`src/rtl/mem_tx_scheduler_if.sv`:
```
// Bundle of request, payload, TX and RX-routing signals between the two
// requesters (prefetcher, execution unit) and the TX link scheduler.
interface mem_tx_scheduler_if #(
    parameter int IO_BITS        = 2,
    parameter int CMD_BITS       = 4,
    parameter int PAYLOAD_CYCLES = 8
);
    localparam int CW = $clog2(PAYLOAD_CYCLES) + 1;

    logic                pf_cmd_valid;
    logic [CMD_BITS-1:0] pf_cmd;
    logic                pf_cmd_started;
    logic [IO_BITS-1:0]  pf_data;
    logic                pf_data_next;

    logic                ex_cmd_valid;
    logic [CMD_BITS-1:0] ex_cmd;
    logic                ex_has_resp;
    logic                ex_cmd_started;
    logic [IO_BITS-1:0]  ex_data;
    logic                ex_data_next;

    logic [IO_BITS-1:0]  tx_pins;
    logic                tx_active;
    logic [CW-1:0]       tx_counter;
    logic                tx_done;

    logic                rx_data_valid;
    logic                rx_done;
    logic                pf_rx_data_valid;
    logic                pf_rx_done;
    logic                ex_rx_data_valid;
    logic                ex_rx_done;
    logic                resp_err;

    // Scheduler side
    modport slave (
        input  pf_cmd_valid, pf_cmd, pf_data,
        input  ex_cmd_valid, ex_cmd, ex_has_resp, ex_data,
        input  rx_data_valid, rx_done,
        output pf_cmd_started, pf_data_next, ex_cmd_started, ex_data_next,
        output tx_pins, tx_active, tx_counter, tx_done,
        output pf_rx_data_valid, pf_rx_done, ex_rx_data_valid, ex_rx_done,
        output resp_err
    );

    // Requester / link side
    modport master (
        output pf_cmd_valid, pf_cmd, pf_data,
        output ex_cmd_valid, ex_cmd, ex_has_resp, ex_data,
        output rx_data_valid, rx_done,
        input  pf_cmd_started, pf_data_next, ex_cmd_started, ex_data_next,
        input  tx_pins, tx_active, tx_counter, tx_done,
        input  pf_rx_data_valid, pf_rx_done, ex_rx_data_valid, ex_rx_done,
        input  resp_err
    );
endinterface

```
`src/rtl/mem_tx_scheduler.sv`:
```
// Shares one serial TX link between the prefetcher (pf) and the execution
// unit (ex): arbitrates, serialises header then payload, and keeps an
// in-order tag FIFO so RX responses are steered back to their requester.
module mem_tx_scheduler #(
    parameter int IO_BITS         = 2,
    parameter int PAYLOAD_CYCLES  = 8,
    parameter int CMD_BITS        = 4,
    parameter int MAX_OUTSTANDING = 2
) (
    input logic             clk,
    input logic             reset,
    mem_tx_scheduler_if.slave bus
);
    localparam int HDR_CYCLES = CMD_BITS / IO_BITS;
    localparam int CW = $clog2(PAYLOAD_CYCLES) + 1;
    localparam int PW = (MAX_OUTSTANDING > 1) ? $clog2(MAX_OUTSTANDING) : 1;
    localparam int NW = $clog2(MAX_OUTSTANDING + 1);
    localparam logic [CW-1:0] HDR_LAST = CW'(HDR_CYCLES - 1);
    localparam logic [CW-1:0] PAY_LAST = CW'(PAYLOAD_CYCLES - 1);
    localparam logic [NW-1:0] TAG_MAX  = NW'(MAX_OUTSTANDING);
    localparam logic [PW-1:0] PTR_LAST = PW'(MAX_OUTSTANDING - 1);

    typedef enum logic [1:0] {IDLE, HEADER, PAYLOAD} state_t;

    state_t              state, state_next;
    logic [CW-1:0]       cnt, cnt_next;
    logic [CMD_BITS-1:0] cmd_q;
    logic                src_ex_q;
    logic                last_ex;
    logic                resp_err_q;

    // Tag FIFO: one bit per outstanding read, 1 = response belongs to ex
    logic                tag_mem [MAX_OUTSTANDING];
    logic [PW-1:0]       rd_ptr, wr_ptr;
    logic [NW-1:0]       tag_count;

    logic tag_full, tag_empty, head_ex;
    logic pf_ok, ex_ok, window, grant, grant_ex, push, pop;

    function automatic logic [PW-1:0] ptr_inc(input logic [PW-1:0] p);
        return (p == PTR_LAST) ? '0 : p + 1'b1;
    endfunction

    // Fullness is judged on the registered count, so a same-cycle pop
    // never makes room for the grant.
    assign tag_full  = (tag_count == TAG_MAX);
    assign tag_empty = (tag_count == '0);
    assign head_ex   = tag_mem[rd_ptr];

    assign pf_ok    = bus.pf_cmd_valid && !tag_full;
    assign ex_ok    = bus.ex_cmd_valid && (!bus.ex_has_resp || !tag_full);
    assign window   = (state == IDLE) || ((state == PAYLOAD) && (cnt == PAY_LAST));
    assign grant    = window && (pf_ok || ex_ok);
    assign grant_ex = ex_ok && !(last_ex && pf_ok);
    assign push     = grant && (!grant_ex || bus.ex_has_resp);
    assign pop      = bus.rx_done && !tag_empty;

    // State and beat counter register
    always_ff @(posedge clk) begin
        if (reset) begin
            state <= IDLE;
            cnt   <= '0;
        end else begin
            state <= state_next;
            cnt   <= cnt_next;
        end
    end

    // Next-state logic and link/requester outputs
    always_comb begin
        state_next              = state;
        cnt_next                = cnt;
        bus.tx_pins             = '0;
        bus.tx_done             = 1'b0;
        bus.pf_data_next        = 1'b0;
        bus.ex_data_next        = 1'b0;
        bus.tx_active           = (state != IDLE);
        bus.tx_counter          = cnt;
        bus.pf_cmd_started      = grant && !grant_ex;
        bus.ex_cmd_started      = grant && grant_ex;
        bus.pf_rx_data_valid    = bus.rx_data_valid && !tag_empty && !head_ex;
        bus.ex_rx_data_valid    = bus.rx_data_valid && !tag_empty && head_ex;
        bus.pf_rx_done          = bus.rx_done && !tag_empty && !head_ex;
        bus.ex_rx_done          = bus.rx_done && !tag_empty && head_ex;
        bus.resp_err            = resp_err_q;
        case (state)
            IDLE: begin
                if (grant) begin
                    state_next = HEADER;
                    cnt_next   = '0;
                end
            end
            HEADER: begin
                for (int unsigned k = 0; k < HDR_CYCLES; k++) begin
                    if (cnt == CW'(k)) bus.tx_pins = cmd_q[k*IO_BITS +: IO_BITS];
                end
                if (cnt == HDR_LAST) begin
                    state_next = PAYLOAD;
                    cnt_next   = '0;
                end else begin
                    cnt_next = cnt + 1'b1;
                end
            end
            PAYLOAD: begin
                bus.tx_pins      = src_ex_q ? bus.ex_data : bus.pf_data;
                bus.ex_data_next = src_ex_q;
                bus.pf_data_next = !src_ex_q;
                if (cnt == PAY_LAST) begin
                    bus.tx_done = 1'b1;
                    state_next  = grant ? HEADER : IDLE;
                    cnt_next    = '0;
                end else begin
                    cnt_next = cnt + 1'b1;
                end
            end
            default: state_next = IDLE;
        endcase
        // Reset aborts at once: no strobes leak out during the reset cycle.
        if (reset) begin
            bus.tx_pins          = '0;
            bus.tx_done          = 1'b0;
            bus.pf_data_next     = 1'b0;
            bus.ex_data_next     = 1'b0;
            bus.tx_active        = 1'b0;
            bus.tx_counter       = '0;
            bus.pf_cmd_started   = 1'b0;
            bus.ex_cmd_started   = 1'b0;
            bus.pf_rx_data_valid = 1'b0;
            bus.ex_rx_data_valid = 1'b0;
            bus.pf_rx_done       = 1'b0;
            bus.ex_rx_done       = 1'b0;
            bus.resp_err         = 1'b0;
        end
    end

    // Latch the granted command, its source and the fairness bit
    always_ff @(posedge clk) begin
        if (reset) begin
            cmd_q    <= '0;
            src_ex_q <= 1'b0;
            last_ex  <= 1'b0;
        end else if (grant) begin
            cmd_q    <= grant_ex ? bus.ex_cmd : bus.pf_cmd;
            src_ex_q <= grant_ex;
            last_ex  <= grant_ex;
        end
    end

    // Tag FIFO pointers and occupancy; push and pop may coincide
    always_ff @(posedge clk) begin
        if (reset) begin
            rd_ptr    <= '0;
            wr_ptr    <= '0;
            tag_count <= '0;
        end else begin
            if (push) wr_ptr <= ptr_inc(wr_ptr);
            if (pop)  rd_ptr <= ptr_inc(rd_ptr);
            case ({push, pop})
                2'b10:   tag_count <= tag_count + 1'b1;
                2'b01:   tag_count <= tag_count - 1'b1;
                default: tag_count <= tag_count;
            endcase
        end
    end

    // Tag storage (contents are don't-care until pushed)
    always_ff @(posedge clk) begin
        if (push) tag_mem[wr_ptr] <= grant_ex;
    end

    // Sticky error for RX activity with no outstanding read
    always_ff @(posedge clk) begin
        if (reset) resp_err_q <= 1'b0;
        else if ((bus.rx_done || bus.rx_data_valid) && tag_empty) resp_err_q <= 1'b1;
    end
endmodule

```
`src/flat_wrapper.sv`:
```
// flat-port wrapper written by rule: the top's interface ports become plain ports
module mem_tx_scheduler_flat 
#(
    parameter int IO_BITS         = 2,
    parameter int PAYLOAD_CYCLES  = 8,
    parameter int CMD_BITS        = 4,
    parameter int MAX_OUTSTANDING = 2
)
  (clk, reset, bus_pf_cmd_valid, bus_pf_cmd, bus_pf_data, bus_ex_cmd_valid, bus_ex_cmd, bus_ex_has_resp, bus_ex_data, bus_rx_data_valid, bus_rx_done, bus_pf_cmd_started, bus_pf_data_next, bus_ex_cmd_started, bus_ex_data_next, bus_tx_pins, bus_tx_active, bus_tx_counter, bus_tx_done, bus_pf_rx_data_valid, bus_pf_rx_done, bus_ex_rx_data_valid, bus_ex_rx_done, bus_resp_err);
  mem_tx_scheduler_if #(.IO_BITS(IO_BITS), .CMD_BITS(CMD_BITS), .PAYLOAD_CYCLES(PAYLOAD_CYCLES)) bus_i ();
  input logic clk;
  input logic reset;
  input wire logic [$bits(bus_i.pf_cmd_valid)-1:0] bus_pf_cmd_valid;
  input wire logic [$bits(bus_i.pf_cmd)-1:0] bus_pf_cmd;
  input wire logic [$bits(bus_i.pf_data)-1:0] bus_pf_data;
  input wire logic [$bits(bus_i.ex_cmd_valid)-1:0] bus_ex_cmd_valid;
  input wire logic [$bits(bus_i.ex_cmd)-1:0] bus_ex_cmd;
  input wire logic [$bits(bus_i.ex_has_resp)-1:0] bus_ex_has_resp;
  input wire logic [$bits(bus_i.ex_data)-1:0] bus_ex_data;
  input wire logic [$bits(bus_i.rx_data_valid)-1:0] bus_rx_data_valid;
  input wire logic [$bits(bus_i.rx_done)-1:0] bus_rx_done;
  output wire logic [$bits(bus_i.pf_cmd_started)-1:0] bus_pf_cmd_started;
  output wire logic [$bits(bus_i.pf_data_next)-1:0] bus_pf_data_next;
  output wire logic [$bits(bus_i.ex_cmd_started)-1:0] bus_ex_cmd_started;
  output wire logic [$bits(bus_i.ex_data_next)-1:0] bus_ex_data_next;
  output wire logic [$bits(bus_i.tx_pins)-1:0] bus_tx_pins;
  output wire logic [$bits(bus_i.tx_active)-1:0] bus_tx_active;
  output wire logic [$bits(bus_i.tx_counter)-1:0] bus_tx_counter;
  output wire logic [$bits(bus_i.tx_done)-1:0] bus_tx_done;
  output wire logic [$bits(bus_i.pf_rx_data_valid)-1:0] bus_pf_rx_data_valid;
  output wire logic [$bits(bus_i.pf_rx_done)-1:0] bus_pf_rx_done;
  output wire logic [$bits(bus_i.ex_rx_data_valid)-1:0] bus_ex_rx_data_valid;
  output wire logic [$bits(bus_i.ex_rx_done)-1:0] bus_ex_rx_done;
  output wire logic [$bits(bus_i.resp_err)-1:0] bus_resp_err;
  assign bus_i.pf_cmd_valid = bus_pf_cmd_valid;
  assign bus_i.pf_cmd = bus_pf_cmd;
  assign bus_i.pf_data = bus_pf_data;
  assign bus_i.ex_cmd_valid = bus_ex_cmd_valid;
  assign bus_i.ex_cmd = bus_ex_cmd;
  assign bus_i.ex_has_resp = bus_ex_has_resp;
  assign bus_i.ex_data = bus_ex_data;
  assign bus_i.rx_data_valid = bus_rx_data_valid;
  assign bus_i.rx_done = bus_rx_done;
  assign bus_pf_cmd_started = bus_i.pf_cmd_started;
  assign bus_pf_data_next = bus_i.pf_data_next;
  assign bus_ex_cmd_started = bus_i.ex_cmd_started;
  assign bus_ex_data_next = bus_i.ex_data_next;
  assign bus_tx_pins = bus_i.tx_pins;
  assign bus_tx_active = bus_i.tx_active;
  assign bus_tx_counter = bus_i.tx_counter;
  assign bus_tx_done = bus_i.tx_done;
  assign bus_pf_rx_data_valid = bus_i.pf_rx_data_valid;
  assign bus_pf_rx_done = bus_i.pf_rx_done;
  assign bus_ex_rx_data_valid = bus_i.ex_rx_data_valid;
  assign bus_ex_rx_done = bus_i.ex_rx_done;
  assign bus_resp_err = bus_i.resp_err;
  mem_tx_scheduler #(.IO_BITS(IO_BITS), .PAYLOAD_CYCLES(PAYLOAD_CYCLES), .CMD_BITS(CMD_BITS), .MAX_OUTSTANDING(MAX_OUTSTANDING)) u_core (.clk(clk), .reset(reset), .bus(bus_i));
endmodule
```
`config.mk`:
```
export PLATFORM = sky130hd
export DESIGN_NAME = mem_tx_scheduler_flat
export DESIGN_NICKNAME = d
export VERILOG_FILES = /design/src/rtl/mem_tx_scheduler_if.sv /design/src/rtl/mem_tx_scheduler.sv /design/src/flat_wrapper.sv
export SDC_FILE = /design/constraint.sdc
export NUM_CORES = 1
export LEC_CHECK = 0
export CORE_MARGIN = 4
export CORE_UTILIZATION = 50
export DETAILED_ROUTE_END_ITERATION = 8
export PLACE_DENSITY_LB_ADDON = 0.15
export SETUP_SLACK_MARGIN = 0.2
export SLEW_MARGIN = 40
export SYNTH_ARGS = -nofsm -noshare
export SYNTH_HDL_FRONTEND = slang
export SYNTH_SLANG_ARGS = --single-unit
```
`constraint.sdc`:
```
create_clock -name clk -period 5.1 [get_ports clk]
set_clock_uncertainty 0.2 [all_clocks]
set_input_delay 0.765 -clock clk [delete_from_list [all_inputs] [get_ports clk]]
set_output_delay 0.765 -clock clk [all_outputs]
set_load 0.005 [all_outputs]
```
==> results.py, run 1 <==
metrics = {
    "status": {
        "outcome": "complete, no violations",
    },
    "die": {
        "die_w_um": 58.2,
        "die_area_mm2": 0.00338,
        "die_h_um": 58.2,
        "rows": 17,
        "io_pins": 36,
        "core_area_mm2": 0.00230,
        "start_util_pct": 54.7,
    },
    "hold_path": {
        "hp-start": "u_core.wr_ptr",
        "hp-class": "register to register",
        "min_to": "u_core.wr_ptr",
        "hold_depth": 2,
    },
    "clock_network": {
        "cts_buffers": 3,
        "clkTransAtPathRegs_ns": 0.12,
        "post_cts_buffers": 0,
        "cts-root-buf": "clkbuf_4",
        "clkLatencyLatePin_ns": 0.30,
        "post_cts_resized": 0,
        "cts_sinks": 19,
        "cts_buffer_depth": 2,
        "hold_buffers": 0,
        "cts_tree": "yes",
        "htree_levels": 1,
    },
    "sta": {
        "max_freq_mhz": 252,
        "relSlewSlack_pct": 44.4,
        "finalHoldViolCount": 0,
        "final.min_clock_period_ns": 3.96,
        "max_slew.worst_pin.slew_ns": 0.831,
        "fin_crit_sh_pct": 77.7,
        "fin_ws_ns": 1.14,
        "rsz0062_at_grt": "false",
        "whs_ns": 0.295,
        "maxSlewViolCount": 0,
        "setup_viol": 0,
        "fin_tns_setup_ns": 0,
    },
    "synthesis": {
        "syn_nets": 175,
        "postSynthCellCount": 148,
        "seq_area_frac_synth_pct": 31.8,
        "synthFlopType": "dfxtp_1",
        "synth-seq-cells": 19,
        "async_reset_ff_share_pct": 0,
        "synth_area_per_cell_um2": 8.50,
        "synth-edff-count": 2,
        "syn_area_mm2": 0.00126,
        "yosysWarnings": 0,
        "yosysUniqueCellTypes": 46,
    },
    "routing": {
        "via_per_inst": 5.87,
        "vias": 1220,
        "wl_per_cell_um": 15.5,
        "wl_um": 3230,
        "drtIter0Drc": 36,
        "final_antenna_net_count": 0,
        "drc": 0,
        "drt-pass1-iter-count": 4,
    },
    "worst_setup_path": {
        "worst_r2r_startpoint": "u_core.state[0]",
        "cp_data_arrival_time_ns": 3.00,
        "reg2reg_slack_ns": 2.52,
        "r2r_cells": 7,
        "crit_required_ns": 4.14,
        "worst-path-max-fanout": 22,
        "cp-end-kind": "output port",
        "path_cells": "clkdlybuf4s50_1, inv_1, o211ai_1, nor2_1, clkdlybuf4s50_1",
        "crit_family": "buffers and inverters",
        "worstSetupPathType": "primary input to output port",
        "cpPeakStageDelay_ns": 0.84,
        "worst_path_most_repeated_cell": "clkdlybuf4s50_1",
        "cp_num_buf_inv": 3,
        "rr_endpoint": "u_core.tag_count[1]",
        "start_kind": "primary input",
        "critPathSlowestCell": "clkdlybuf4s50_1",
    },
    "pwr": {
        "power.total_w": 0.000650,
        "vdd_drop_max_uv": 373,
        "cellLeakagePower_nw": 0.679,
        "p_per_area_mw_per_mm2": 398,
    },
    "finish": {
        "layout_commonest_cell": "clkdlybuf4s50_1",
        "drive_gt1_share_pct": 6.67,
        "nets": 208,
        "antenna_cells": 0,
        "final_cell_mix": "35 x clkdlybuf4s50_1, 20 x nor2_1, 17 x dfxtp_1",
        "nFillCells": 194,
        "synthToLayoutAreaGrowth_pct": 29.9,
        "fin_util_pct": 71.1,
    },
    "run": {
        "max_cap_viol_count": 0,
    },
    "grt": {
        "grt_pass1_vias": 1201,
        "overflow": 0,
        "antenna_found_initial": 0,
        "grt_max_degree": 23,
        "grt_util_all_layers_pct": 20.1,
        "grt_pass1_wl_um": 5290,
    },
    "place": {
        "gp_congestion": 0.889,
        "dpl_worst_slack_ns": 1.17,
        "hpwl_um": 2550,
        "port_buffers": 35,
    },
}
[synth_stat cells, types with 3 or more instances]
cell type	n	area, um2
a221o_1	4	40.0
nand2_1	9	33.8
ha_1	8	100
nor2b_1	3	18.8
and3_1	4	25.0
nor2_1	20	75.1
a21oi_1	6	30.0
inv_1	11	41.3
o21ai_0	6	30.0
mux2_2	3	33.8
nand3_1	3	15.0
or3_1	3	18.8
o211a_1	4	40.0
nor3_1	5	25.0
dfxtp_1	17	340
clkbuf_1	4	15.0
[per-layer routing]
metal	GRT usage, %	share of wire, %	up-vias
li1	-	-	599
met1	22.7	42	585
met2	37.3	52	32
met3	3.79	4.6	4
met4	6.95	1.1	0
met5	0	0	-
[registers in the layout (all words and copies together) (netlist names), 2 cells and up, named ones only]
register,count
u_core.tag_count,2
u_core.cmd_q,4
u_core.state,2
u_core.tag_mem,2
u_core.cnt,4
[power breakdown]
group | total, W | switching [W] | leakage, nW | internal, W
combinational | 0.000337 | 0.000181 | 0.505 | 0.000156
clock | 0.0000791 | 0.0000486 | 0.0150 | 0.0000304
sequential | 0.000235 | 0.0000401 | 0.158 | 0.000194
total | 0.000650 | 0.000269 | 0.679 | 0.000381
[final cells by class]
| type | instances | area, um2 | area share [%] |
|---|---|---|---|
| clock buffers | 4 | 26.3 | 1.61 |
| inverters | 11 | 41.3 | 2.53 |
| multi-input cells | 111 | 779 | 47.7 |
| flip-flops and latches | 19 | 400 | 24.5 |
| well taps | 28 | 35.0 | 2.15 |
| repair buffers | 35 | 350 | 21.5 |
[cells by family (layout without fill, tap and decap cells)]
logic type / count (synthesis) / after routing / synth area share, %
multiplexers: 5 / 5 / 4.28
adder cells (fa/ha/maj): 8 / 8 / 7.96
XOR/XNOR: 3 / 3 / 2.09
flip-flops: 19 / 19 / 31.8
AND/OR/NAND/NOR: 60 / 60 / 26.7
AO/OA/AOI/OAI: 35 / 35 / 21.0
buffers and inverters: 18 / 50 / 6.17
[per-stage QoR]
stage / instance area [um2] / cells
final: 1630 / 208
after global routing: 1630 / 208
after CTS: 1630 / 208
after detailed placement: 1610 / 204
after global placement: 1610 / 204
after floorplan: 1260 / 148
[worst min-delay path, cell delays in order, from the launching register on]
cell and delay, ns:
dfxtp_1 0.34, o31ai_1 0.06, a21oi_1 0.06
[how the worst max path moves through the flow]
stage	startpoint	end	slack, ns	cells after the start
6_report	reset	bus_ex_rx_data_valid	1.14	5
5_1_grt	reset	bus_ex_rx_data_valid	1.03	5
4_1_cts	reset	bus_ex_rx_data_valid	1.17	5
3_5_place_dp	reset	bus_ex_rx_data_valid	1.17	5
3_3_place_gp	reset	bus_pf_rx_data_valid	1.22	5
2_1_floorplan	reset	bus_ex_rx_done	2.69	3
No activity file was read; power rests on OpenSTA's default activity.
==> run 2, diff against run 1 <==
- CORE_UTILIZATION: 50 -> 42
- clock period: 5.1 -> 3.4 ns (I/O delays scaled with it)
==> run 2 against run 1 <==
Via count shrank 3.9%; routed wire length fell by 7.1%; register-to-register slack got worse by 1.7 ns; critical path depth did not move; non-clock buffer count is 1 higher; critical endpoint is now bus_pf_cmd_started; highest routed layer unchanged.
==> results.py, run 2 (same netlist as run 1, synthesis figures left out) <==
metrics = {
    "worst_setup_path": {
        "cp_data_arrival_time_ns": 2.28,
        "cpPeakStageDelay_ns": 0.57,
        "cp_num_buf_inv": 1,
        "cp-end-kind": "output port",
        "start_kind": "register",
        "critPathSlowestCell": "clkdlybuf4s50_1",
        "worst-path-max-fanout": 12,
        "worstSetupPathType": "register to output port",
        "crit_required_ns": 2.69,
        "path_cells": "ha_1, and3b_1, a21oi_2, nor3_2, clkdlybuf4s50_1",
        "crit_family": "simple AND/OR/NAND/NOR gates",
    },
    "status": {
        "outcome": "complete, no violations",
    },
    "pwr": {
        "vdd_drop_max_uv": 238,
        "power.total_w": 0.000971,
        "cellLeakagePower_nw": 0.687,
        "p_per_area_mw_per_mm2": 587,
    },
    "place": {
        "hpwl_um": 2320,
        "port_buffers": 35,
        "placed_cells": 208,
        "gp_congestion": 0.739,
        "dpl_worst_slack_ns": 0.424,
    },
    "clock_network": {
        "post_cts_buffers": 0,
        "cts_tree": "yes",
        "hold_buffers": 0,
        "cts_sinks": 19,
        "clkTransAtPathRegs_ns": 0.11,
        "htree_levels": 1,
        "cts-root-buf": "clkbuf_4",
        "post_cts_resized": 0,
        "clkLatencyLatePin_ns": 0.31,
        "cts_buffers": 3,
        "cts_buffer_depth": 2,
    },
    "sta": {
        "fin_ws_ns": 0.405,
        "maxSlewViolCount": 0,
        "finalHoldViolCount": 0,
        "setup_viol": 0,
        "max_slew.worst_pin.slew_ns": 0.589,
        "whs_ns": 0.262,
        "fin_tns_setup_ns": 0,
        "rsz0062_at_grt": "false",
        "final.min_clock_period_ns": 2.99,
        "relSlewSlack_pct": 60.7,
        "fin_crit_sh_pct": 88.1,
        "max_freq_mhz": 334,
    },
    "die": {
        "rows": 19,
        "die_area_mm2": 0.00393,
        "start_util_pct": 44.8,
        "io_pins": 36,
        "core_area_mm2": 0.00281,
        "die_h_um": 62.7,
        "die_w_um": 62.7,
    },
    "run": {
        "max_cap_viol_count": 0,
    },
    "routing": {
        "drt-pass1-iter-count": 4,
        "drtIter0Drc": 42,
        "wl_per_cell_um": 14.2,
        "via_per_inst": 5.53,
        "final_antenna_net_count": 0,
        "vias": 1172,
        "wl_um": 3010,
        "drc": 0,
    },
    "grt": {
        "grt_max_degree": 21,
        "overflow": 0,
        "antenna_found_initial": 0,
        "grt_pass1_wl_um": 5180,
        "grt_pass1_vias": 1146,
        "grt_util_all_layers_pct": 16.3,
    },
    "finish": {
        "nets": 209,
        "synthToLayoutAreaGrowth_pct": 31.5,
        "top_regs": "u_core.cmd_q: 4 flops, u_core.cnt: 4 flops",
        "final_cell_mix": "35 x clkdlybuf4s50_1, 20 x nor2_1, 17 x dfxtp_1",
        "finalNonFillerCells": 212,
        "layout_commonest_cell": "clkdlybuf4s50_1",
        "antenna_cells": 0,
        "drive_gt1_share_pct": 7.73,
    },
    "hold_path": {
        "hp-class": "register to register",
    },
}
==> run 2: cell count changes in the layout (fill, tap and decap cells not counted) <==
cell and change:
nor4_2 -1, clkbuf_1 -1, buf_4 +1, nor4_4 +1, clkinv_2 +1
==> run 2: per-stage QoR <==
| step | utilization, % | instance area, um2 |
|---|---|---|
| final | 59.0 | 1650 |
| after global routing | 59.0 | 1650 |
| after CTS | 58.7 | 1650 |
| after detailed placement | 57.7 | 1620 |
| after global placement | 57.7 | 1620 |
| after floorplan | - | 1260 |
==> run 2: final timing paths <==
kind	start	end	slack, ns	cells past startpoint
setup / recovery	u_core.cnt[0]	bus_pf_cmd_started	0.41	5
hold / removal	u_core.resp_err_q	u_core.resp_err_q	0.26	2
setup reg to reg	u_core.cnt[0]	u_core.tag_count[1]	0.85	7
hold reg to reg	u_core.resp_err_q	u_core.resp_err_q	0.26	2
==> run 2: where the power goes <==
part           internal (W)  switching, W
Clock             0.0000440     0.0000752
Sequential         0.000291     0.0000569
Combinational      0.000235      0.000269
==> run 2: per-layer routing <==
metal	track usage, %	up-vias	wire, um
met5	0	-	0
met4	6.34	0	63
met3	4.68	9	136
met2	28.9	20	1520
met1	18.2	542	1290
li1	-	601	-
==> run 2: worst register-to-register path, delay by kind of cell (launching register included) <==
kind | cells | cell delay (ns)
and+or+nand+nor | 3 | 1.02
AOI/OAI and AO/OA | 2 | 0.31
DFF | 1 | 0.42
adders and majority gates | 2 | 0.55
==> run 2: area by class of cell <==
class | instances | area [um2]
Inverter | 11 | 41.3
Fill cell | 271 | 1150
Clock inverter | 1 | 5.00
Timing Repair Buffer | 36 | 358
Clock buffer | 3 | 22.5
Tap cell | 31 | 38.8
Sequential cell | 19 | 400
Multi-Input combinational cell | 111 | 788
